===== config.mk =====
export PLATFORM = sky130hd
export DESIGN_NAME = nolinear_out_packer
export DESIGN_NICKNAME = d
export VERILOG_FILES = /design/src/rtl/nolinear_out_packer.sv
export SDC_FILE = /design/constraint.sdc
export NUM_CORES = 1
export LEC_CHECK = 0
export CAP_MARGIN = 40
export CORE_UTILIZATION = 50
export DETAILED_ROUTE_END_ITERATION = 8
export GPL_TIMING_DRIVEN = 0
export PLACE_DENSITY = 0.73
export RECOVER_POWER = 100
export SLEW_MARGIN = 20
export SYNTH_ARGS = -nofsm -noshare
export SYNTH_HDL_FRONTEND = slang
export SYNTH_SLANG_ARGS = --single-unit

===== constraint.sdc =====
create_clock -name clk -period 7.8 [get_ports clk]
set_input_delay 1.17 -clock clk [delete_from_list [all_inputs] [get_ports clk]]
set_output_delay 1.17 -clock clk [all_outputs]
set_load 0.01 [all_outputs]

===== src/rtl/nolinear_out_packer.sv =====
// Output packer: buffers DATA_NUM-element result vectors in a DEPTH-entry FIFO and
// streams each one out as BEATS valid/ready beats of LANES elements.
module nolinear_out_packer #(
    parameter int unsigned FIX_POINT_WIDTH = 16,
    parameter int unsigned DATA_NUM        = 16,
    parameter int unsigned LANES           = 4,
    parameter int unsigned DEPTH           = 4
) (
    input  logic                                clk,
    input  logic                                rst,
    input  logic                                in_valid,
    output logic                                in_ready,
    input  logic [DATA_NUM*FIX_POINT_WIDTH-1:0] in_data,
    input  logic [1:0]                          in_mode,
    output logic                                out_valid,
    input  logic                                out_ready,
    output logic [LANES*FIX_POINT_WIDTH-1:0]    out_data,
    output logic [1:0]                          out_mode,
    output logic                                out_first,
    output logic                                out_last,
    output logic [$clog2(DEPTH):0]              level
);

    localparam int unsigned BEATS  = DATA_NUM / LANES;
    localparam int unsigned VEC_W  = DATA_NUM * FIX_POINT_WIDTH;
    localparam int unsigned BEAT_W = LANES * FIX_POINT_WIDTH;
    localparam int unsigned PTR_W  = $clog2(DEPTH);
    localparam int unsigned LVL_W  = PTR_W + 1;
    localparam int unsigned CNT_W  = (BEATS > 1) ? $clog2(BEATS) : 1;

    logic [VEC_W-1:0] r_mem      [DEPTH];
    logic [1:0]       r_mode_mem [DEPTH];

    logic [PTR_W-1:0] r_wr_ptr;
    logic [PTR_W-1:0] r_rd_ptr;
    logic [CNT_W-1:0] r_beat;
    logic [LVL_W-1:0] r_level;

    logic             w_push;
    logic             w_xfer;
    logic             w_last;
    logic             w_pop;
    logic [VEC_W-1:0] w_head;
    logic [31:0]      w_beat_off;

    assign in_ready   = !rst && (r_level != LVL_W'(DEPTH));
    assign out_valid  = (r_level != '0);
    assign w_push     = in_valid && in_ready;
    assign w_xfer     = out_valid && out_ready;
    assign w_last     = (r_beat == CNT_W'(BEATS - 1));
    assign w_pop      = w_xfer && w_last;

    assign w_head     = r_mem[r_rd_ptr];
    assign w_beat_off = 32'(r_beat) * BEAT_W;
    assign out_data   = w_head[w_beat_off +: BEAT_W];
    assign out_mode   = r_mode_mem[r_rd_ptr];
    assign out_first  = (r_beat == '0);
    assign out_last   = w_last;
    assign level      = r_level;

    // Storage is deliberately left out of reset; only the pointers define validity.
    always_ff @(posedge clk) begin
        if (w_push) begin
            r_mem[r_wr_ptr]      <= in_data;
            r_mode_mem[r_wr_ptr] <= in_mode;
        end
    end

    always_ff @(posedge clk) begin
        if (rst) begin
            r_wr_ptr <= '0;
            r_rd_ptr <= '0;
            r_beat   <= '0;
            r_level  <= '0;
        end else begin
            if (w_push) begin
                r_wr_ptr <= r_wr_ptr + 1'b1;
            end
            if (w_xfer) begin
                if (w_last) begin
                    r_beat   <= '0;
                    r_rd_ptr <= r_rd_ptr + 1'b1;
                end else begin
                    r_beat <= r_beat + 1'b1;
                end
            end
            if (w_push && !w_pop) begin
                r_level <= r_level + 1'b1;
            end else if (w_pop && !w_push) begin
                r_level <= r_level - 1'b1;
            end
        end
    end

endmodule


---- After elaboration in Yosys (flattened, before gate mapping) ----
Memory sizes are Yosys's and may differ from the RTL's. A register that Yosys moved wholly into a read port is not among the register bits.
Index checks and enable logic that the tools add are counted.
cells by class
  reduce and logical (&&, ||, !) cells .... 13
  equality and inequality tests ........... 2
  shift operators ......................... 1
  add/subtract/negate cells ............... 5
  muxes and demuxes ....................... 9
operators by type and width
  operator             count
  $shiftx 256x9->64    1
  $mux 2               5
  $add 2x1->2 const B  3
  $logic_and 1x1->1    6
  $mux 3               2
  $add 3x1->3 const B  1
  $logic_not 1->1      3
  $ne 3x3->1 const B   1
  $reduce_bool 3->1    1
  $sub 3x1->3 const B  1
  $eq 2x2->1 const B   1
  $logic_not 2->1      1
  $mux 1               2
  $reduce_and 2->1     1
  $reduce_bool 2->1    1
storage, ports and cells
  output and inout port bits .............. 73
  input port bits ......................... 262
  memory bits (writable) .................. 1032
  flip-flop bits (word level) ............. 9
  logic and storage cells ................. 36
  memories kept ........................... 2
memory list
  name        depth  bits a word  read ports  clocked after memory_dff  wr ports  RTL line  RTL
  r_mem       4      256          1           1                         1         31        logic [VEC_W-1:0] r_mem [DEPTH];
  r_mode_mem  4      2            1           1                         1         32        logic [1:0] r_mode_mem [DEPTH];

---- Longest topological paths before layout ----
  depth in word-level cells ............... 7
  mapped depth ............................ 8
  depth with buffers taken out ............ 8

---- Worst setup path before layout ----
No wires, ideal clock.
  kind .................................... in2reg
  start ................................... input in_valid
  end ..................................... memory r_mem[1][0] in the netlist's numbering, enable pin
  cell stages on the path ................. 3
  path buffers ............................ 0
  required time ........................... 7148 ps
  arrival ................................. 7496 ps
  path slack .............................. -348 ps
  cells stage by stage .................... inv_1 > nor3_1 > and2_1
on the way
  word-level cells in the longest chain between the ends .. 3
ends and longest elaborated chain
  element                       RTL line  RTL
  start: declaration            11        input logic in_valid,
  $logic_and 1x1->1             48        assign w_push = in_valid && in_ready;
  net w_push                    39        logic w_push;
  $mux 1                        63        if (w_push) begin
  $mux 1 (not written as such)  64        r_mem[r_wr_ptr] <= in_data;
  end: declaration              31
The timed path passes the listed nets, and every way through them passes these cells.

---- Worst setup path in the final report ----
  start ................................... input rst
  end ..................................... memory r_mem[0][21] in the netlist's numbering, enable pin
on the way
  word-level cells in the longest chain between the ends .. 5
ends and longest elaborated chain
  element                       RTL line  RTL
  start: declaration            10        input logic rst,
  $logic_not 1->1               46        assign in_ready = !rst && (r_level != LVL_W'(DEPTH));
  $logic_and 1x1->1             46
  $logic_and 1x1->1             48
  net w_push                    39
  $mux 1                        63
  $mux 1 (not written as such)  64
The timed path passes the listed nets, and every way through them passes these cells.

==> results.cfg <==
[detailed_routing]
drt_iter0_markers = 1602
first_pass_iters = 5
vias = 18700
routed_wl_microns = 85100
antenna_left = 0
vias_per_cell = 5.75
drcViolationCount = 0
wire_per_inst_microns = 26.2

[synth]
yosysWarningCount = 0
synth_area_leader_cell = edfxtp_1
syn_inst = 1632
synth_top_area_share = 0.793
synthTopCellsByArea = edfxtp_1 (79%), mux4_2 (15%), a22oi_1 (2.5%)
synth_cell_type_count = 28
synthArstFlopShare = 0
seq_area_frac_synth = 0.799
ys_ff_latch = 1043
synth_edf_count = 1032
synth.avg_cell_area_sq_um = 23.9
syn_nets = 1902
ys.flop_type = edfxtp_1
syn_area_sq_um = 39100

[sta]
max_freq_mhz = 168
hold_viol_final = 0
layout_min_cycle_time_ps = 5940
finalSetupViolCount = 0
maxSlewViolCount = 201
setup_tns_ps = 0
slew-limit-headroom = -1.40
rsz0062_at_grt = no
skew_ps = 18.9
worst_slew_pin_slew_ps = 3600
finalCritPeriodShare = 0.762

[global_routing]
grt_max_degree = 47
grtUsageTotal = 0.218
gr-total-overflow = 0
grt_pass1_wl_microns = 125000
antenna_found_initial = 59
grt_pass1_vias = 19800

[floorplan]
rows = 102
pin_count = 335
die_area_sq_um = 79300
dieHeight_microns = 282
die_x_microns = 282
initial_core_util = 0.505
fp.coreArea_sq_um = 77300

[clocking]
cts.clk_slew.worst_paths_ps = 60
postCtsSetupBuffers = 0
cts_tree = yes
htree_levels = 3
clockBufferDepth = 3
cts_resized = 0
ctsHoldBuffers = 0
cts_root_buffer = clkbuf_16
clock_latency_ps = 650
clock-sinks = 1043
cts_buffers = 106

[pwr]
powerDensity_nw_per_um2 = 250
p_total_w = 0.0119
power.share.clock = 0.408
pwr-share-seq = 0.533
p_int_w = 0.00949
ir_worst_vdd_v = 0.000256
p_sw_frac = 0.205
leakage_nw = 14.9
pwr-share-comb = 0.059
p_sw_w = 0.00245

[finish]
area_growth_syn_to_layout_pct = 22.2
nNetsFinal = 2373
design_area_sq_um = 47700
drive_above_1_share = 0.215
nFillCells = 5279

[worst_setup_path]
reg2reg_slack_ps = 2410
rr_startpoint = level[0]$_SDFFE_PP0P_
reg2reg_depth = 5
critPathMaxFanout = 42
rr_endpoint = r_mem[0][21]$_DFFE_PP_
path_class = in2reg
end_kind = flip-flop
crit_required_ps = 8130
critPathLaunchType = input port
cp.arrival_ps = 6270

[placed_design]
hpwl_microns = 54900
place_area_sq_um = 44400
io_buffers = 334
place_congestion = 0.740

[min_path]
min_from = r_rd_ptr[1]$_SDFFE_PP0P_
min_path_type = reg2reg
min_to = r_rd_ptr[1]$_SDFFE_PP0P_
hold_path_depth = 2

[outcome]
status = complete, but fails checks
failed_checks = max-capacitance violations, max-slew violations

[flow_run]
cap_viol_max_count = 6
-- layout make-up --
class,instances,area [sq um],share of cell area
Sequential cell,1043,31200,0.654
Multi-Input combinational cell,496,7360,0.154
Timing Repair Buffer,363,3960,0.0829
Clock buffer,131,2790,0.0584
Tap cell,1040,1300,0.0273
Clock inverter,62,561,0.0117
Buffer,86,478,0.0100
Antenna cell,25,62.6,0.00131
Inverter,7,26.3,0.000550
-- how the worst max path moves through the flow --
stage	start	end	slack, ps	depth (start not counted)
floorplan	in_valid	r_mem[0][0]$_DFFE_PP_	2520	3
global placement	rst	r_mem[0][77]$_DFFE_PP_	-540	3
detailed placement	flip-flop	out_data[62]	3460	7
CTS	flip-flop	out_data[62]	2720	7
global route	rst	r_mem[0][167]$_DFFE_PP_	1450	5
finish	rst	r_mem[0][21]$_DFFE_PP_	1860	5
-- Yosys cell counts, types with 8 or more instances --
cell / instances
a22oi_1: 128
buf_1: 15
buf_2: 19
buf_4: 13
buf_6: 11
clkbuf_1: 28
dfxtp_1: 11
edfxtp_1: 1032
mux4_2: 258
nand2_1: 65
nor2_1: 8
-- power groups by stage --
stage	sequential [W]	clock, W	combinational, W
after floorplan	0.00649	0	0.000292
after global routing	0.00637	0.00517	0.000759
after CTS	0.00636	0.00495	0.000770
after detailed placement	0.00648	0	0.000765
final	0.00636	0.00486	0.000708
after global placement	0.00651	0	0.000717
-- critical path, stage by stage --
cell and delay (ps):
dlygate4sd3_1 600, nor3_1 540, and2_0 1530, clkbuf_1 2080, buf_16 270
-- layout by cell type, fill, tap and decap left out, types with 2 or more instances in the layout --
| cell type | n |
|---|---|
| inv_6 | 2 |
| buf_12 | 6 |
| clkbuf_16 | 108 |
| and2_0 | 4 |
| nand2_1 | 65 |
| nor2b_1 | 2 |
| clkinv_2 | 16 |
| ha_1 | 7 |
| clkinvlp_4 | 3 |
| clkbuf_1 | 63 |
| or3_1 | 4 |
| xor2_1 | 2 |
| o31ai_1 | 2 |
| buf_16 | 16 |
| buf_1 | 7 |
| dlygate4sd3_1 | 321 |
| buf_8 | 2 |
| a21oi_1 | 4 |
| o21ai_0 | 2 |
| inv_1 | 7 |
| dfxtp_1 | 11 |
| inv_16 | 2 |
| clkdlybuf4s50_1 | 13 |
| mux2i_1 | 2 |
| edfxtp_1 | 1032 |
| buf_6 | 12 |
| mux4_2 | 258 |
| a22oi_1 | 128 |
| nor2_1 | 7 |
| buf_2 | 17 |
| bufinv_16 | 9 |
| clkinv_1 | 28 |
| clkbuf_2 | 2 |
| buf_4 | 13 |
| diode_2 | 25 |
-- kinds of logic after synthesis --
logic type               share of synthesized area
buffers and inverters                       0.0129
XOR/XNOR                                  0.000673
AND/OR/NAND/NOR                            0.00929
adder cells (fa/ha/maj)                    0.00275
multiplexers                                 0.150
AO/OA/AOI/OAI                               0.0260
flip-flops                                   0.799
-- sequential cells by signal, summed over array words and instances (netlist names), named ones only --
register / count
r_mem: 1024
r_mode_mem: 8
level: 3
r_beat: 2
r_rd_ptr: 2
r_wr_ptr: 2
-- per-layer routing --
| metal | vias to the layer above | GRT usage | wire (microns) |
|---|---|---|---|
| met5 | - | 0 | 354 |
| met4 | 56 | 0.0616 | 1830 |
| met3 | 185 | 0.0603 | 6780 |
| met2 | 657 | 0.370 | 43900 |
| met1 | 9778 | 0.276 | 32200 |
| li1 | 8029 | - | - |
-- metrics by stage --
step,utilization,instances,hold WS [ps],worst slack [ps]
after floorplan,-,1632,459,2520
after global placement,0.565,3006,480,-540
after detailed placement,0.574,3034,492,3460
after CTS,0.617,3227,500,2720
after global routing,0.617,3238,532,1450
final,0.617,3253,499,1860
(Power assumes the default switching activity.)
